`config.mk`:
```
export PLATFORM = sky130hd
export DESIGN_NAME = fetch_sequencer
export DESIGN_NICKNAME = d
export VERILOG_FILES = /design/src/rtl/fetch_sequencer.sv
export SDC_FILE = /design/constraint.sdc
export NUM_CORES = 1
export LEC_CHECK = 0
export ABC_AREA = 1
export BUFFER_PORTS_ARGS = -buffer_cell sky130_fd_sc_hd__buf_4
export CAP_MARGIN = 20
export CORE_MARGIN = 3
export CORE_UTILIZATION = 57
export DETAILED_ROUTE_END_ITERATION = 6
export PLACE_DENSITY = 0.92
export SYNTH_ARGS = -nofsm -noshare
export SYNTH_HDL_FRONTEND = slang
export SYNTH_SLANG_ARGS = --single-unit
```
`constraint.sdc`:
```
create_clock -name clock -period 2.3 [get_ports clock]
set_input_delay 0.23 -clock clock [delete_from_list [all_inputs] [get_ports clock]]
set_output_delay 0.23 -clock clock [all_outputs]
set_load 0.005 [all_outputs]
```
`src/rtl/fetch_sequencer.sv`:
```
// Program-fetch controller: PC, one-cycle memory latency absorption, two-entry output/skid buffer.
// Optional FETCH_COUNT_EN adds a saturating transfer counter on port fetchcount.
module fetch_sequencer #(
    parameter logic [7:0] START_ADDR  = 8'd1,
    parameter logic [7:0] HALT_OPCODE = 8'h00
) (
    input  logic        clock,
    input  logic        resetn,
    input  logic        start,
    output logic [7:0]  pccounter,
    input  logic [7:0]  instr_in,
    output logic [7:0]  instr_out,
    output logic [7:0]  instr_pc,
    output logic        instr_valid,
    input  logic        stall,
    input  logic        branch_taken,
    input  logic [7:0]  branch_target,
    output logic        halted
`ifdef FETCH_COUNT_EN
    ,
    output logic [15:0] fetchcount
`endif
);

    typedef enum logic [1:0] {IDLE, RUN, HALT} state_t;
    state_t state, state_nxt;

    logic       pend;
    logic [7:0] pend_addr;
    logic       skid_valid;
    logic [7:0] skid_data;
    logic [7:0] skid_pc;

    logic       transfer, restart, flush, capture, cap_halt, cap_word, issue;
    logic       out_after_valid;
    logic [1:0] occ;

    always_ff @(posedge clock or negedge resetn) begin
        if (!resetn) state <= IDLE;
        else         state <= state_nxt;
    end

    always_comb begin
        state_nxt = state;
        case (state)
            IDLE:    if (start) state_nxt = RUN;
            RUN:     if (!branch_taken && cap_halt) state_nxt = HALT;
            HALT:    if (start) state_nxt = RUN;
            default: state_nxt = IDLE;
        endcase
    end

    always_comb begin
        transfer        = instr_valid & ~stall;
        restart         = (state != RUN) & start;
        flush           = (state == RUN) & branch_taken;
        capture         = (state == RUN) & pend & ~branch_taken;
        cap_halt        = capture & (instr_in == HALT_OPCODE);
        cap_word        = capture & ~cap_halt;
        occ             = {1'b0, instr_valid} + {1'b0, skid_valid} + {1'b0, pend};
        issue           = (state == RUN) & ~branch_taken & ~cap_halt &
                          ((occ - {1'b0, transfer}) < 2'd2);
        // the output slot is free for a new word if it empties and no skid word refills it
        out_after_valid = transfer ? skid_valid : instr_valid;
        halted          = (state == HALT);
    end

    always_ff @(posedge clock or negedge resetn) begin
        if (!resetn) begin
            pccounter   <= START_ADDR;
            pend        <= 1'b0;
            pend_addr   <= '0;
            instr_valid <= 1'b0;
            instr_out   <= '0;
            instr_pc    <= '0;
            skid_valid  <= 1'b0;
            skid_data   <= '0;
            skid_pc     <= '0;
        end else if (restart) begin
            pccounter   <= START_ADDR;
            pend        <= 1'b0;
            instr_valid <= 1'b0;
            skid_valid  <= 1'b0;
        end else if (flush) begin
            pccounter   <= branch_target;
            pend        <= 1'b0;
            instr_valid <= 1'b0;
            skid_valid  <= 1'b0;
        end else begin
            pend <= issue;
            if (issue) begin
                pend_addr <= pccounter;
                pccounter <= pccounter + 8'd1;
            end
            if (transfer) begin
                instr_valid <= skid_valid;
                instr_out   <= skid_data;
                instr_pc    <= skid_pc;
                skid_valid  <= 1'b0;
            end
            if (cap_word) begin
                if (!out_after_valid) begin
                    instr_valid <= 1'b1;
                    instr_out   <= instr_in;
                    instr_pc    <= pend_addr;
                end else begin
                    skid_valid <= 1'b1;
                    skid_data  <= instr_in;
                    skid_pc    <= pend_addr;
                end
            end
        end
    end

`ifdef FETCH_COUNT_EN
    always_ff @(posedge clock or negedge resetn) begin
        if (!resetn)                             fetchcount <= '0;
        else if (restart)                        fetchcount <= '0;
        else if (transfer && fetchcount != '1)   fetchcount <= fetchcount + 16'd1;
    end
`endif

endmodule

```
== After elaboration in Yosys (flattened, before gate mapping) ==
Index checks and enable logic that the tools add are counted.
Word-level totals
  bits in registers: 53
  bits of input ports: 21
  output and inout bits: 26
  logic and storage cells: 68
Operators by class
  $add $sub $neg: 4
  magnitude comparators: 1
  equal/unequal tests: 5
  mux-type cells: 23
  bitwise gates (word level): 15
  reductions and logical operators: 10
Operator list (number)
  $mux 8: 9
  $mux 1: 11
  $and 1x1->1: 10
  $add 8x1->8 const B: 1
  $logic_not 8->1: 1
  $not 1->1: 5
  $mux 2: 2
  $ne 2x1->1 const B: 2
  $pmux 2 s2: 1
  $reduce_and 2->1: 2
  $reduce_and 4->1: 1
  $reduce_and 3->1: 1
  $reduce_bool 3->1: 1
  $add 1x1->2: 1
  $add 2x1->2: 1
  $eq 2x1->1 const B: 1
  $eq 2x2->1 const B: 1
  $logic_not 2->1: 1
  $lt 2x2->1 const B: 1
  $ne 2x2->1 const B: 1
  $reduce_or 2->1: 1
  $sub 2x1->2: 1
  $logic_and 1x1->1: 1
  $logic_not 1->1: 1

== Depth between registers and ports, before layout ==
Gate-level depths: netlist (run 1).
  depth after elaboration: 10
  mapped depth: 14
  depth with buffers taken out: 13

== Worst setup path before layout (run 1) ==
OpenSTA, ideal clock, no wires.
  path type: register -> register
  start: reg instr_valid
  end: reg pend_addr[5]
  setup time: 0.126 ns
  data arrival time: 1.875 ns
  required time: 2.174 ns
  setup slack: 0.299 ns
  cell stages (with the launch flop): 14
  buffers on the path: 2
  clock period less this slack: 2.001 ns
  cell sequence: dfrtp_1 > inv_2 > nor2_4 > buf_6 > ha_1 > inv_1 > ha_1 > nand2_1 > a21oi_1 > nor2_1 > nand2_2 > buf_6 > nand2_1 > o21ai_0
On the way
  cells in the longest elaborated chain, start to end: 6
  elaborated cells on any way between the ends: 7
  classes of those cells: add/sub: 3; order compare: 1; bitwise: 2; reduce/logical: 1
Ends and longest elaborated chain
  from (decl): RTL line 14  | output logic instr_valid,
  from (signal assigned): RTL line 96  | instr_valid <= skid_valid;
  $add 1x1->2: RTL line 60  | occ = {1'b0, instr_valid} + {1'b0, skid_valid} + {1'b0, pend};
  $add 2x1->2: RTL line 60
  $sub 2x1->2 (*): RTL line 62  | ((occ - {1'b0, transfer}) < 2'd2);
  $lt 2x2->1 (*): RTL line 62
  $and 1x1->1 (*): RTL line 61  | issue = (state == RUN) & ~branch_taken & ~cap_halt &
  $reduce_and 3->1 (no source line) (*)
  to (signal assigned): RTL line 92  | pend_addr <= pccounter;
  to (decl): RTL line 29  | logic [7:0] pend_addr;
Mark *: on every way between the ends. The rest lies on a longest branch, timed or not.
A chain may end at the register's enable or synchronous reset.

== Worst setup path after layout (run 1) ==
Same ends and word-level chain as after synthesis.

==> flow_summary_export.csv, run 1 <==
group,metric,value,unit
yosys,syn-num-nets,475,
yosys,synth_mux_area_frac,0,
die,coreArea,5172,µm²
setup_path,cp.depth,13,
setup_path,slowest_delay,400,ps
placed_design,dp_worst_setup_slack,375.1,ps
yosys,synth_top_family_by_area,"simple AND/OR/NAND/NOR gates",
setup_path,crit_path_start_kind,"flip-flop",
global_routing,grt_pass1_wl,12190,µm
sta,fin_crit,1951,ps
clocking,cts_resized,0,
worst_hold_path,hp-class,"input pin to flip-flop",
sta,max_freq,512.6,MHz
drt,routed_wl,7176,µm
global_routing,grt_pass1_vias,2742,
global_routing,overflow,0,
power_and_ir_drop,p_leak,2.068,nW
yosys,synthTopCellsByArea,"dfrtp_1, nand2_1, nand3_1",
yosys,synth_xor_area_frac,0.002850,
setup_path,ff2ff_path_depth,13,
yosys,synth_top_area_cell,"dfrtp_1",
finish,areaGrowthSynthToFinish,15.27,%
global_routing,grt_util_met1,0.3040,
yosys,synth_compound_area_frac,0.03990,
drt,num_vias,2972,
drt,drc,0,
finish,finalNetCount,521,
yosys,netlist_instances,451,
yosys,syn_area,3073,µm²
power_and_ir_drop,p_sw,1.372,mW
yosys,synthAdderAreaFrac,0.01221,
setup_path,cp_common_cell,"nand2_1",
sta,slew-limit-headroom,0.5691,
die,floorplan.die.width,79.43,µm
drt,wl_per_cell,12.63,µm
yosys,synth_top_cell_area_share,0.4235,
job,cap_violations,0,
die,pin_count,47,
power_and_ir_drop,ir_drop,0.5305,mV
setup_path,worstPathArrival,2130,ps
yosys,ys_ff_latch,53,
setup_path,path_delay_family,"adder cells",
global_routing,antenna_found_initial,0,
clocking,cts_tree,"built",
power_and_ir_drop,share_comb_of_total_power,0.391,
drt,dr.pass1.iters,5,
drt,via_per_inst,5.232,
die,die-area,6308,µm²
clocking,clockRootBuffer,"clkbuf_8",
die,row_count,26,
clocking,cts.clk_slew.worst_paths,100,ps
yosys,synth_most_common_cell,"nand2_1",
setup_path,reg2reg_slack,350,ps
outcome,status,"completed",
sta,grt_setup_unrepaired,"false",
sta,hold_viol,0,
setup_path,crit_path_start,"instr_valid",
clocking,clock_latency,300,ps
global_routing,grtUsageMet2,0.4098,
yosys,synthSimpleGateAreaFrac,0.4410,
placed_design,hpwl,4938,µm
global_routing,busiest_layer,"met2",
clocking,clkSinkCount,53,
setup_path,cp_num_buf_inv,3,
die,die_y,79.43,µm
die,initial_core_util,0.5941,
yosys,ys_types,21,
sta,setup_tns,0,ps
sta,drv_slew,0,
clocking,cts_hold_buf,1,
global_routing,grt_use_met3,0.03499,
power_and_ir_drop,pwr-share-seq,0.448,
drt,antenna_left,0,
clocking,cts_buffer_depth,2,
sta,setup_viol,0,
power_and_ir_drop,clock_power_share,0.161,
power_and_ir_drop,power.density,1008,nW/µm²
placed_design,gp_congestion,0.8376,
setup_path,crit_required,2480,ps
setup_path,path_cells,"inv_2 -> nor2_4 -> ha_1 -> inv_1 -> ha_1 -> nand2_1 -> nand3_1 -> nand2_1 -> nor2_1 -> nand2_2 -> buf_4 -> nand2_1 -> o21ai_0",
power_and_ir_drop,p_sw_frac,0.3845,
yosys,synth_enable_flop_cells,0,
finish,fillCellCount,439,
setup_path,cp_max_fo,18,
yosys,ys_warn_count,0,
drt,drtIter0Drc,213,
yosys,synthTopCellsByCount,"nand2_1, dfrtp_1, nand3_1",
clocking,cts-htree-levels,2,
sta,setup_ws,349.3,ps
yosys,synth-seq-area-share,0.4320,
power_and_ir_drop,p_int,2.197,mW
clocking,numCtsBuffers,5,
yosys,postSynthAreaPerCell,6.814,µm²
setup_path,crit_type,"flip-flop to flip-flop",
clocking,post_cts_buffers,0,
yosys,synthFlopType,"dfrtp_1",
yosys,async_flop_share,1.000,
finish,drive_gt1_frac,0.1606,
finish,diodes,0,
global_routing,track_usage,0.2410,
setup_path,endpoint,"pend_addr[5]",
sta,fin_skew,10.05,ps
setup_path,regToRegStartpoint,"instr_valid",
power_and_ir_drop,p_total,3.569,mW
setup_path,r2r-end,"pend_addr[5]",
sta,period_share,0.8481,
sta,tightest_slew,646.4,ps
setup_path,crit_slowest_cell,"dfrtp_1",
placed_design,io_buffers,46,
setup_path,crit_path_end_kind,"flip-flop",
global_routing,grt_max_degree,54,
==> registers in the layout, indices dropped and copies added, names as in the netlist <==
register	cells
pend	1
state	2
skid_pc	8
instr_out	8
skid_valid	1
instr_valid	1
pend_addr	8
skid_data	8
pccounter	8
instr_pc	8
==> metal layers <==
| metal | routed length [µm] | part of all wire | vias up |
|---|---|---|---|
| li1 | - | - | 1480 |
| met5 | 0 | 0 | - |
| met1 | 2980 | 0.42 | 1338 |
| met3 | 566 | 0.079 | 20 |
| met2 | 3506 | 0.49 | 134 |
| met4 | 122 | 0.017 | 0 |
==> per-stage QoR <==
step / area (µm²) / cells / hold WS (ps) / utilization
2_1_floorplan: 3073 / 451 / -65.59 / -
3_3_place_gp: 3431 / 559 / 303.5 / 0.6633
3_5_place_dp: 3431 / 559 / 302.8 / 0.6633
4_1_cts: 3542 / 568 / 175.2 / 0.6848
5_1_grt: 3542 / 568 / 185.3 / 0.6848
6_report: 3542 / 568 / 177.3 / 0.6848
==> cell type report <==
cell class              count  area [µm²]  share of cell area
clock buffers               7       96.34             0.02720
clock inverters             1       5.005            0.001413
inverters                  23       86.33             0.02437
multi-input cells         359        1524              0.4302
flip-flops and latches     53        1328              0.3748
well taps                  70       87.58             0.02473
repair buffers             55       415.4              0.1173
==> worst min-delay path, stage by stage <==
cell and delay (ps):
buf_4 100, nand3_1 70, nand2_1 60
==> cells in the final DEF (no fill, tap or decap), drive strengths merged, types with 3 or more instances in the layout <==
cell type    n
a21oi        4
buf         54
clkbuf       7
dfrtp       52
ha           3
inv         23
nand2      277
nand3       40
nor2        17
o21ai       16
==> worst min path at each step <==
stage	depth (start not counted)	slack, ps	to	startpoint
finish	3	180	skid_data[4]	instr_in[4]
detailed placement	1	300	instr_pc[1]	resetn
global placement	1	300	instr_pc[1]	resetn
CTS	3	180	skid_data[4]	instr_in[4]
floorplan	0	-70	instr_out[0]	resetn
global route	3	190	skid_data[2]	instr_in[2]
==> power groups by stage <==
stage | Sequential, mW | Combinational, mW | Clock (mW)
floorplan | 1.56 | 0.891 | 0
global placement | 1.60 | 1.33 | 0
detailed placement | 1.61 | 1.39 | 0
CTS | 1.59 | 1.40 | 0.583
global route | 1.65 | 1.59 | 0.623
finish | 1.60 | 1.40 | 0.574
==> kinds of logic after synthesis <==
group           count (synthesis)
simple gates                  335
buf+inv                        39
fa+ha+maj                       3
flops                          53
xor+xnor                        1
compound gates                 20
Note: power is estimated with default switching activity, not from simulation.
==> run 2: changes to the inputs <==
==> constraint.sdc (replaced) <==
create_clock -name clock -period 2.02 [get_ports clock]
set_input_delay 0.202 -clock clock [delete_from_list [all_inputs] [get_ports clock]]
set_output_delay 0.202 -clock clock [all_outputs]
set_load 0.005 [all_outputs]
==> run 2 against run 1 <==
- clock power is 25% higher
- largest cell class unchanged
- total power is 19% higher
- combinational power is 21% higher
- flip-flop and latch count stayed put
- count of clock-buffer cells in the layout is 1 lower
- via count is 4.9% higher
- setup slack worse by 280 ps
- design area is 3.5% higher
- utilization is 2.4 points higher
- sequential share of layout area is 1.3 points lower
- largest power group unchanged
- global-route usage is 1.6 points higher
==> flow_summary_export.csv, run 2 (synthesis results as in run 1) <==
group,metric,value,unit
power_and_ir_drop,p_leak,2.127,nW
global_routing,grt_pass1_vias,2937,
setup_path,cp_max_fo,7,
setup_path,slowest_delay,400,ps
drt,num_vias,3119,
drt,drtIter0Drc,272,
placed_design,placement.cell_area,3458,µm²
job,cap_violations,0,
drt,drc,0,
placed_design,dp.cells,561,
finish,fillCellCount,395,
setup_path,crit_type,"flip-flop to flip-flop",
drt,routed_wl,7595,µm
sta,fin_crit,1954,ps
finish,design_area,3666,µm²
sta,max_freq,511.8,MHz
worst_hold_path,hp-class,"input pin to flip-flop",
die,die-area,6308,µm²
finish,most-common-layout-cells,"nand2_1, buf_4, dfrtp_1, nand3_1, inv_1",
clocking,clkSinkCount,53,
sta,setup_viol,0,
die,initial_core_util,0.5941,
clocking,cts.clk_slew.worst_paths,100,ps
finish,fin_util,0.7088,
placed_design,dp_worst_setup_slack,83.70,ps
finish,drive_gt1_frac,0.1798,
drt,wl_per_cell,13.19,µm
setup_path,crit_slowest_cell,"dfrtp_1",
sta,slew-limit-headroom,0.5625,
setup_path,crit_required,2230,ps
drt,dr.pass1.iters,5,
clocking,cts_buffer_depth,2,
global_routing,grt_max_degree,54,
setup_path,crit_path_end_kind,"flip-flop",
die,die_y,79.43,µm
power_and_ir_drop,p_int,2.614,mW
global_routing,antenna_found_initial,0,
sta,setup_ws,66.10,ps
clocking,clock_latency,310,ps
die,coreArea,5172,µm²
setup_path,cp_num_buf_inv,3,
placed_design,io_buffers,46,
setup_path,path_cells,"inv_2 -> nor2_4 -> ha_1 -> inv_1 -> ha_1 -> nand2_2 -> nand3_2 -> nand2_2 -> nor2_4 -> nand2_4 -> clkbuf_16 -> nand2_1 -> o21ai_1",
power_and_ir_drop,pwr-share-seq,0.432,
setup_path,worstPathArrival,2160,ps
sta,drv_slew,0,
finish,layout_commonest_cell,"nand2_1",
finish,instances_no_fill,576,
sta,period_share,0.9673,
placed_design,hpwl,5087,µm
clocking,clockRootBuffer,"clkbuf_8",
clocking,cts_tree,"built",
power_and_ir_drop,ir_drop,0.5499,mV
drt,antenna_left,0,
power_and_ir_drop,share_comb_of_total_power,0.398,
power_and_ir_drop,p_sw,1.617,mW
clocking,cts-htree-levels,2,
finish,diodes,0,
power_and_ir_drop,p_total,4.231,mW
clocking,numCtsBuffers,5,
outcome,status,"completed",
sta,hold_viol,0,
sta,fin_skew,7.795,ps
global_routing,grt_pass1_wl,12910,µm
global_routing,overflow,0,
die,floorplan.die.width,79.43,µm
power_and_ir_drop,p_sw_frac,0.3821,
sta,tightest_slew,656.2,ps
die,row_count,26,
finish,finalNetCount,529,
setup_path,crit_path_start_kind,"flip-flop",
setup_path,path_delay_family,"adder cells",
die,pin_count,47,
global_routing,track_usage,0.2567,
placed_design,gp_congestion,0.9135,
finish,areaGrowthSynthToFinish,19.30,%
drt,via_per_inst,5.415,
power_and_ir_drop,clock_power_share,0.170,
power_and_ir_drop,power.density,1154,nW/µm²
==> run 2: cell types whose count changed in the layout (fill, tap and decap cells not counted), sizes merged <==
cell | previous run | this run
bufinv | 0 | 1
nand2 | 277 | 278
buf | 54 | 60
==> run 2: layer usage <==
layer	GRT usage	vias to the layer above	share of wire	wire length [µm]
li1	-	1494	-	-
met1	0.3198	1461	0.41	3137
met2	0.4357	143	0.50	3771
met3	0.05192	21	0.068	518
met4	0.1014	0	0.022	167
met5	0	-	0	0
==> run 2: final timing paths <==
check,slack [ps],cells past startpoint,to,start
max,70,13,pend_addr[6],instr_valid
min reg2reg,480,2,skid_pc[6],skid_pc[6]
max reg2reg,70,13,pend_addr[6],instr_valid
min in group asynchronous,460,2,instr_pc[1],resetn
min,130,3,skid_data[5],instr_in[5]
max in group asynchronous,1120,2,skid_data[2],resetn
==> run 2: tightest hold or removal path, delay by kind of cell <==
| family | cells | cell delay (ps) |
|---|---|---|
| simple gates | 2 | 120 |
| buf+inv | 1 | 90 |
==> run 2: layout make-up <==
type                       instances  area (µm²)  share of cell area
tap                               70       87.58             0.02389
sequential                        53        1328              0.3621
clock buffer                       6       72.57             0.01980
multi-input combinational        360        1559              0.4253
clock inverter                     2       35.03            0.009556
timing repair buffer              62       498.0              0.1358
inverter                          23       86.33             0.02355
==> run 2: timing repair <==
item | in CTS | in global routing
endpoints found under the hold margin | 52 | 0
resized for setup | 0 | 9
setup endpoints to repair | 0 | 16
hold buffers | 1 | 0
setup buffers | 0 | 4
==> run 2: stage by stage <==
| stage | hold WS [ps] | TNS, ps |
|---|---|---|
| 2_1_floorplan | -93.59 | 0 |
| 3_3_place_gp | 277.7 | 0 |
| 3_5_place_dp | 278.9 | 0 |
| 4_1_cts | 128.2 | 0 |
| 5_1_grt | 118.0 | -223.1 |
| 6_report | 133.2 | 0 |
==> run 2: power groups by stage <==
stage / sequential [mW] / combinational [mW] / clock, mW
2_1_floorplan: 1.78 / 1.01 / 0
3_3_place_gp: 1.82 / 1.54 / 0
3_5_place_dp: 1.84 / 1.60 / 0
4_1_cts: 1.82 / 1.62 / 0.721
5_1_grt: 1.88 / 1.93 / 0.770
6_report: 1.83 / 1.69 / 0.717
